[src/rtl/alu_issue_ctrl_if.sv]
// Bundle of the request, ALU-side and response signals of the ALU issue
// controller. The controller uses the master view; the upstream/downstream
// logic and the ALU instance use the slave view.
interface alu_issue_ctrl_if;
    logic        req_valid;
    logic        req_ready;
    logic [2:0]  req_op;
    logic [31:0] req_a;
    logic [31:0] req_b;
    logic [31:0] alu_a;
    logic [31:0] alu_b;
    logic [2:0]  alu_s;
    logic        alu_rst;
    logic [31:0] alu_res;
    logic        alu_done;
    logic        rsp_valid;
    logic        rsp_ready;
    logic [31:0] rsp_data;
    logic        rsp_err;
    logic        busy;

    modport master (
        input  req_valid, req_op, req_a, req_b, alu_res, alu_done, rsp_ready,
        output req_ready, alu_a, alu_b, alu_s, alu_rst, rsp_valid, rsp_data,
        output rsp_err, busy
    );

    modport slave (
        output req_valid, req_op, req_a, req_b, alu_res, alu_done, rsp_ready,
        input  req_ready, alu_a, alu_b, alu_s, alu_rst, rsp_valid, rsp_data,
        input  rsp_err, busy
    );
endinterface

[src/rtl/alu_issue_ctrl.sv]
// ALU issue controller: accepts one operation at a time, drives the ALU
// operands/opcode, sequences the multi-cycle mod unit (restart pulse, wait
// for done with timeout) and returns the result on a valid/ready channel.
module alu_issue_ctrl #(
    parameter int TIMEOUT_CYCLES = 1024,
    parameter int CNT_W          = 16
) (
    input  logic              clk,
    input  logic              reset,
    alu_issue_ctrl_if.master  bus
);

    typedef enum logic [2:0] {
        IDLE = 3'd0,
        EXEC = 3'd1,
        CLR  = 3'd2,
        WAIT = 3'd3,
        RESP = 3'd4
    } state_t;

    localparam logic [2:0]       OP_MOD   = 3'b111;
    localparam logic [CNT_W-1:0] CNT_LAST = CNT_W'(TIMEOUT_CYCLES - 1);

    state_t           state_r, state_s;
    logic [CNT_W-1:0] cnt_r, cnt_s;
    logic [31:0]      a_r, a_s;
    logic [31:0]      b_r, b_s;
    logic [2:0]       s_r, s_s;
    logic [31:0]      data_r, data_s;
    logic             err_r, err_s;

    // Next-state and next-register values; every register holds by default.
    always_comb begin
        state_s = state_r;
        cnt_s   = cnt_r;
        a_s     = a_r;
        b_s     = b_r;
        s_s     = s_r;
        data_s  = data_r;
        err_s   = err_r;
        case (state_r)
            IDLE: begin
                if (bus.req_valid) begin
                    a_s = bus.req_a;
                    b_s = bus.req_b;
                    s_s = bus.req_op;
                    if (bus.req_op != OP_MOD) begin
                        state_s = EXEC;
                    end else if (bus.req_b == 32'd0) begin
                        // Mod by zero is answered at once; the mod unit is never restarted.
                        data_s  = 32'd0;
                        err_s   = 1'b1;
                        state_s = RESP;
                    end else begin
                        state_s = CLR;
                    end
                end else begin
                    state_s = IDLE;
                end
            end
            EXEC: begin
                data_s  = bus.alu_res;
                err_s   = 1'b0;
                state_s = RESP;
            end
            CLR: begin
                cnt_s   = {CNT_W{1'b0}};
                state_s = WAIT;
            end
            WAIT: begin
                // Exit at CNT_LAST happens before the counter could ever wrap.
                cnt_s = cnt_r + CNT_W'(1);
                if (bus.alu_done) begin
                    data_s  = bus.alu_res;
                    err_s   = 1'b0;
                    state_s = RESP;
                end else if (cnt_r == CNT_LAST) begin
                    data_s  = 32'd0;
                    err_s   = 1'b1;
                    state_s = RESP;
                end else begin
                    state_s = WAIT;
                end
            end
            RESP: begin
                if (bus.rsp_ready) begin
                    state_s = IDLE;
                end else begin
                    state_s = RESP;
                end
            end
            default: begin
                state_s = IDLE;
            end
        endcase
    end

    // State register, wait counter and operand/response registers.
    always_ff @(posedge clk or posedge reset) begin
        if (reset) begin
            state_r <= IDLE;
            cnt_r   <= {CNT_W{1'b0}};
            a_r     <= 32'd0;
            b_r     <= 32'd0;
            s_r     <= 3'd0;
            data_r  <= 32'd0;
            err_r   <= 1'b0;
        end else begin
            state_r <= state_s;
            cnt_r   <= cnt_s;
            a_r     <= a_s;
            b_r     <= b_s;
            s_r     <= s_s;
            data_r  <= data_s;
            err_r   <= err_s;
        end
    end

    // Handshake and status outputs are pure decodes of the state register.
    assign bus.req_ready = (state_r == IDLE);
    assign bus.rsp_valid = (state_r == RESP);
    assign bus.busy      = (state_r != IDLE);
    // The mod unit is also held in restart while this block is reset.
    assign bus.alu_rst   = reset | (state_r == CLR);
    assign bus.alu_a     = a_r;
    assign bus.alu_b     = b_r;
    assign bus.alu_s     = s_r;
    assign bus.rsp_data  = data_r;
    assign bus.rsp_err   = err_r;

endmodule

[src/flat_wrapper.sv]
// flat-port wrapper written by rule: the top's interface ports become plain ports
module alu_issue_ctrl_flat 
#(
    parameter int TIMEOUT_CYCLES = 1024,
    parameter int CNT_W          = 16
)
  (clk, reset, bus_req_valid, bus_req_op, bus_req_a, bus_req_b, bus_alu_res, bus_alu_done, bus_rsp_ready, bus_req_ready, bus_alu_a, bus_alu_b, bus_alu_s, bus_alu_rst, bus_rsp_valid, bus_rsp_data, bus_rsp_err, bus_busy);
  alu_issue_ctrl_if bus_i ();
  input  logic clk;
  input  logic reset;
  input wire logic [$bits(bus_i.req_valid)-1:0] bus_req_valid;
  input wire logic [$bits(bus_i.req_op)-1:0] bus_req_op;
  input wire logic [$bits(bus_i.req_a)-1:0] bus_req_a;
  input wire logic [$bits(bus_i.req_b)-1:0] bus_req_b;
  input wire logic [$bits(bus_i.alu_res)-1:0] bus_alu_res;
  input wire logic [$bits(bus_i.alu_done)-1:0] bus_alu_done;
  input wire logic [$bits(bus_i.rsp_ready)-1:0] bus_rsp_ready;
  output wire logic [$bits(bus_i.req_ready)-1:0] bus_req_ready;
  output wire logic [$bits(bus_i.alu_a)-1:0] bus_alu_a;
  output wire logic [$bits(bus_i.alu_b)-1:0] bus_alu_b;
  output wire logic [$bits(bus_i.alu_s)-1:0] bus_alu_s;
  output wire logic [$bits(bus_i.alu_rst)-1:0] bus_alu_rst;
  output wire logic [$bits(bus_i.rsp_valid)-1:0] bus_rsp_valid;
  output wire logic [$bits(bus_i.rsp_data)-1:0] bus_rsp_data;
  output wire logic [$bits(bus_i.rsp_err)-1:0] bus_rsp_err;
  output wire logic [$bits(bus_i.busy)-1:0] bus_busy;
  assign bus_i.req_valid = bus_req_valid;
  assign bus_i.req_op = bus_req_op;
  assign bus_i.req_a = bus_req_a;
  assign bus_i.req_b = bus_req_b;
  assign bus_i.alu_res = bus_alu_res;
  assign bus_i.alu_done = bus_alu_done;
  assign bus_i.rsp_ready = bus_rsp_ready;
  assign bus_req_ready = bus_i.req_ready;
  assign bus_alu_a = bus_i.alu_a;
  assign bus_alu_b = bus_i.alu_b;
  assign bus_alu_s = bus_i.alu_s;
  assign bus_alu_rst = bus_i.alu_rst;
  assign bus_rsp_valid = bus_i.rsp_valid;
  assign bus_rsp_data = bus_i.rsp_data;
  assign bus_rsp_err = bus_i.rsp_err;
  assign bus_busy = bus_i.busy;
  alu_issue_ctrl #(.TIMEOUT_CYCLES(TIMEOUT_CYCLES), .CNT_W(CNT_W)) u_core (.clk(clk), .reset(reset), .bus(bus_i));
endmodule
[config.mk]
export PLATFORM = sky130hd
export DESIGN_NAME = alu_issue_ctrl_flat
export DESIGN_NICKNAME = d
export VERILOG_FILES = /design/src/rtl/alu_issue_ctrl_if.sv /design/src/rtl/alu_issue_ctrl.sv /design/src/flat_wrapper.sv
export SDC_FILE = /design/constraint.sdc
export NUM_CORES = 1
export LEC_CHECK = 0
export BUFFER_PORTS_ARGS = -buffer_cell sky130_fd_sc_hd__buf_2
export CORE_AREA = 3 3 150 152
export DETAILED_ROUTE_END_ITERATION = 10
export DIE_AREA = 0 0 153 155
export PLACE_DENSITY = 0.44
export SYNTH_ARGS = -nofsm -noshare
export SYNTH_HDL_FRONTEND = slang
export SYNTH_SLANG_ARGS = --single-unit
export TNS_END_PERCENT = 30
[constraint.sdc]
create_clock -name clk -period 6.2 [get_ports clk]
set_input_delay 0.31 -clock clk [delete_from_list [all_inputs] [get_ports clk]]
set_output_delay 0.31 -clock clk [all_outputs]
set_load 0.02 [all_outputs]
==> flow_summary.ini, run 1 <==
[status]
status = completed

[drt]
drc_errors = 0
vias_per_cell = 4.53
dr.pass1.iters = 4
route.antenna.remaining_nets = 0
drtIter0Drc = 225
drt_wl_total_mm = 14.2
via_count = 4158
wire_per_inst_microns = 15.5

[cts]
clk_pin_slew_worst_paths_ps = 50
insertion_delay_ps = 410
cts_buffer_depth = 2
cts_sinks = 119
hold_buffers = 0
post-cts-setup-buffers = 0
cts_tree = yes
numCtsBuffers = 17
cts_htree_levels = 4
cts_root_buffer = clkbuf_16
cts_resized = 0

[die]
initial_core_util = 0.240
rows = 53
die_h_microns = 155
chipWidth_microns = 153
ios = 208
die-area_sq_um = 23700
coreArea_sq_um = 21200

[logic_synthesis]
yosysWarnings = 0
synth_area_sq_um = 5080
ys.flop_type = dfrtp_1
syn_avg_cell_area_sq_um = 11.9
netlist.top_cell.by_area = dfrtp_1
synthDistinctLibCells = 42
yosysSeqAreaShare = 0.586
synth_nets = 532
synthCells = 427
ys_seq_elements = 119
synthTopCellsByArea = dfrtp_1 (59%), mux2_2 (15%), a21oi_1 (6.7%), a31oi_1 (4.2%), nor4_1 (1.6%)
synth_edf_count = 0
synth-async-reset-ratio = 1.00
yosysTopAreaCellShare = 0.586

[global_routing]
grt_max_degree = 65
grtUsageTotal = 0.119
grt.overflow.total = 0
grt_first_pass_wirelength_mm = 22.5
grt_pass1_vias = 4290
grt_antenna_before_repair = 0

[placement]
gp_congestion = 0.741
port_buffers = 207
dpl_cell_area_sq_um = 6390
place.detailed.hpwl_mm = 10.1
pre_cts_slack_ps = 3500

[critical_path]
crit_arrival_ps = 2990
endpoint_kind = flip-flop
cpMaxStageDelayCell = nand2_1
critPathLaunchType = flip-flop
max_stage_delay_ps = 810
r2r-end = u_core.bus.rsp_data[3]
cp_max_fo = 32
r2r_slack_ps = 3520
worstReg2RegStart = u_core.cnt_r[0]
path_buf_inv = 0
critPathTopFamily = simple AND/OR/NAND/NOR gates
critical_path_class = reg -> reg
required_ps = 6510
r2r_cells = 5
path_cells = ha_1 > and4_1 > a41oi_1 > nand2_1 > a31oi_1
critPathLaunch = u_core.cnt_r[0]

[sta]
hold_ws_ps = 16.2
hold_viol = 0
min_period_ps = 2680
setup_viol = 0
rsz0062_at_grt = false
tns_ps = 0
max_freq_mhz = 373
drv_slew = 0
fin_ws_ps = 3520
worst_slew_pin_slew_ps = 1190
timing.final.crit_share = 0.432
slew_headroom = 0.203
finalClockSkew_ps = 12.9

[finish]
final_common_cell = buf_2
fillers = 2128
num_antenna_cells = 0
drive_above_1_share = 0.495
multi_input_area_sq_um = 1990
final_cell_mix = buf_2 (207), dfrtp_1 (119), a21oi_1 (68)
fin_area_sq_um = 7030
regArea_sq_um = 2980
synthToLayoutAreaGrowth_pct = 38.2
finalNetCount = 734

[power_and_ir_drop]
p_per_area_nw_per_um2 = 581
peakVddDrop_v = 0.000272
p_leak_nw = 3.25
power.total_mw = 4.09

[flow_run]
drv_cap = 0

[hold_path]
hp-class = in -> async
-- worst max-delay path by stage --
stage               cells after the start                       to  slack [ps]
global route                            4  u_core.bus.rsp_data[20]        3270
detailed placement                      5   u_core.bus.rsp_data[4]        3500
floorplan                               2              bus_alu_rst        2470
finish                                  5   u_core.bus.rsp_data[3]        3520
CTS                                     5   u_core.bus.rsp_data[3]        3520
global placement                        4  u_core.bus.rsp_data[28]        3700
-- routing by layer --
metal,track usage,share of wire
met5,0,0
met4,0.0327,0.0094
met3,0.0506,0.069
met2,0.201,0.50
met1,0.139,0.42
-- state kept, by name, indices dropped and copies added (netlist names) --
| name | count |
|---|---|
| u_core.bus.alu_a | 32 |
| u_core.bus.alu_b | 32 |
| u_core.bus.alu_s | 3 |
| u_core.bus.rsp_data | 32 |
| u_core.bus.rsp_err | 1 |
| u_core.cnt_r | 16 |
| u_core.state_r | 3 |
-- per-stage QoR --
stage	util	instances
after floorplan	-	427
after global placement	0.302	885
after detailed placement	0.302	885
after CTS	0.332	917
after global routing	0.332	917
final	0.332	917
-- logic make-up after synthesis --
group / synth area share
compound gates: 0.139
fa+ha+maj: 0.00246
buf+inv: 0.0273
flops: 0.586
mux: 0.153
simple gates: 0.0846
xor+xnor: 0.00861
-- final cells by class --
| type | instances | share of cell area |
|---|---|---|
| Sequential cell | 119 | 0.424 |
| Multi-Input combinational cell | 276 | 0.283 |
| Timing Repair Buffer | 209 | 0.150 |
| Clock buffer | 21 | 0.0669 |
| Tap cell | 275 | 0.0489 |
| Clock inverter | 11 | 0.0244 |
| Inverter | 6 | 0.00356 |
-- report_power, final --
group          switching (mW)  leakage [nW]  internal, mW
Combinational            1.05          1.49         0.659
Sequential              0.191          1.45          1.13
Clock                   0.354         0.309         0.705
Total                    1.59          3.25          2.49
-- Yosys cell counts, types with 2 or more instances --
cell type and instances:
a21oi_1 68, a31oi_1 34, and2_1 2, and3_1 2, and4_1 2, buf_2 15
clkbuf_1 10, dfrtp_1 119, inv_1 6, mux2_2 67, nand2_1 16, nand2b_1 4
nand3_1 6, nand4_1 4, nor2_1 14, nor3_1 3, nor3b_1 3, nor4_1 13
o21ai_0 11, o21ai_1 2, xnor2_1 5
(Power assumes the default switching activity.)
==> inputs of run 2 (changes only) <==
ABC_AREA = 1   (was not set)
PLACE_DENSITY = 0.46   (was 0.44)
clock period = 2.2 ns   (was 6.2 ns; I/O delays follow)
==> run 2 against run 1 <==
  * Combinational power increased to 2.6 times the previous value
  * Non-clock buffer count grew 110
  * Sequential power rose to 2.8 times the previous value
  * Wire length grew 15%
  * Cell count increased by 33%
  * Maximum frequency rose by 35%
  * Global-route usage rose by 2.0 points
  * Via count grew 19%
  * Synthesized area fell by 0.64%
  * Clock power rose to 2.9 times the previous value
  * Critical path type unchanged
  * Critical endpoint is now u_core.bus.rsp_data[29]
  * Largest cell class unchanged
==> flow_summary.ini, run 2 <==
[die]
coreArea_sq_um = 21200
ios = 208
chipWidth_microns = 153
rows = 53
initial_core_util = 0.239
die-area_sq_um = 23700
die_h_microns = 155

[finish]
drive_above_1_share = 0.290
finalNetCount = 1038
fin_util = 0.383
final_common_cell = nand2_1
final_cell_mix = nand2_1 (328), buf_2 (207), dfrtp_1 (119)
num_antenna_cells = 0
synthToLayoutAreaGrowth_pct = 60.5
fillers = 2107

[sta]
tns_ps = 0
hold_ws_ps = 17.8
max_freq_mhz = 503
finalClockSkew_ps = 30.6
rsz0062_at_grt = false
fin_ws_ps = 212
slew_headroom = 0.519
drv_slew = 0
timing.final.crit_share = 0.904
worst_slew_pin_slew_ps = 722
hold_viol = 0
min_period_ps = 1990
setup_viol = 0

[cts]
cts_resized = 0
cts_htree_levels = 4
insertion_delay_ps = 420
cts_tree = yes
cts_buffer_depth = 2
cts_root_buffer = clkbuf_16
cts_sinks = 119
numCtsBuffers = 17
clk_pin_slew_worst_paths_ps = 60

[drt]
dr.pass1.iters = 4
route.antenna.remaining_nets = 0
wire_per_inst_microns = 13.4
drt_wl_total_mm = 16.4
drc_errors = 0
vias_per_cell = 4.06
via_count = 4959
drtIter0Drc = 242

[power_and_ir_drop]
p_per_area_nw_per_um2 = 1390
p_leak_nw = 4.37
power.total_mw = 11.3
peakVddDrop_v = 0.000674

[flow_run]
drv_cap = 0

[critical_path]
max_stage_delay_ps = 380
crit_arrival_ps = 2270
required_ps = 2480
cp_max_fo = 22
critPathLaunchType = flip-flop
endpoint_kind = flip-flop
r2r_cells = 11
crit_cells = 11
cpMaxStageDelayCell = dfrtp_1
r2r-end = u_core.bus.rsp_data[29]
critPathLaunch = u_core.cnt_r[0]
critPathTopFamily = simple AND/OR/NAND/NOR gates
path_cells = ha_1 > nand2_2 > inv_2 > nand2_2 > nor2_2 > nand2_2 > a21oi_2 > nand3_4 > buf_12 > nand2_1 > nand2_1
cp-endpoint = u_core.bus.rsp_data[29]
worstReg2RegStart = u_core.cnt_r[0]
r2r_slack_ps = 210
path_buf_inv = 2
cp_common_cell = nand2_2
critical_path_class = reg -> reg

[placement]
pre_cts_slack_ps = 232
gp_congestion = 0.841
port_buffers = 207
place.detailed.hpwl_mm = 11.4

[global_routing]
grt_first_pass_wirelength_mm = 26.3
grtUsageTotal = 0.138
grt_pass1_vias = 5089
grt_antenna_before_repair = 0
grt.overflow.total = 0
grt_max_degree = 68

[logic_synthesis]
ys.flop_type = dfrtp_1
yosysTopAreaCellShare = 0.589
synth-async-reset-ratio = 1.00
synthDistinctLibCells = 24
ys_top_cells_by_count = nand2_1 (328), dfrtp_1 (119), nor2_1 (40)
synth_edf_count = 0
netlist.top_cell.by_area = dfrtp_1
synthTopCellsByArea = dfrtp_1 (59%), nand2_1 (24%), nor2_1 (3.0%), inv_1 (2.1%), nand2_2 (1.9%)
synth_most_common_cell = nand2_1
yosysWarnings = 0
synth_nets = 720
synthCells = 615
yosysSeqAreaShare = 0.589
synth_area_sq_um = 5050
syn_avg_cell_area_sq_um = 8.22
ys_seq_elements = 119

[hold_path]
hp-class = in -> reg

[status]
status = completed
==> run 2: kinds of logic after synthesis <==
kind of cell | synth area share
buf+inv | 0.0443
fa+ha+maj | 0.00248
simple gates | 0.325
xor+xnor | 0.00867
compound gates | 0.0297
flops | 0.589
==> run 2: worst min path at each step <==
stage                         from                endpoint  slack, ps  depth (start not counted)
CTS                  bus_req_b[24]    u_core.bus.alu_b[24]         10                          3
detailed placement           reset         u_core.cnt_r[9]        290                          3
floorplan           bus_alu_res[0]  u_core.bus.rsp_data[0]        230                          2
finish               bus_req_b[24]    u_core.bus.alu_b[24]         20                          3
global placement             reset    u_core.bus.alu_b[26]        290                          3
global route         bus_req_b[24]    u_core.bus.alu_b[24]         30                          3
==> run 2: layout make-up <==
cell class              count  area, sq um  area share
well taps                 275          344      0.0424
flip-flops and latches    119         2980       0.367
multi-input cells         445         1860       0.229
clock buffers              19          443      0.0546
repair buffers            319         2150       0.265
clock inverters            13          218      0.0268
inverters                  31          120      0.0148
==> run 2: per-layer routing <==
layer	track usage	wire length, microns	share of wire	vias to the layer above
met1	0.177	7580	0.46	2259
met5	0	0	0	-
met3	0.0473	1140	0.069	12
met4	0.0450	178	0.011	0
met2	0.221	7490	0.46	164
li1	-	-	-	2524
==> run 2: worst min-delay path: cells and delay by family <==
kind            cells  cell delay, ps
compound gates      1              90
buf+inv             2             180
==> run 2: power breakdown <==
part | internal [mW] | switching (mW)
combinational | 1.49 | 3.02
clock | 2.06 | 1.07
sequential | 3.15 | 0.534
total | 6.69 | 4.62
==> run 2: through the flow <==
stage | area, sq um | std cells
2_1_floorplan | 5060 | 615
3_5_place_dp | 6450 | 1089
4_1_cts | 8110 | 1221
3_3_place_gp | 6450 | 1089
6_report | 8110 | 1221
5_1_grt | 8110 | 1221
==> run 2: repair_timing <==
action	in CTS	in global routing
setup buffers	0	0
endpoints found under the hold margin	218	0
hold buffers	100	0
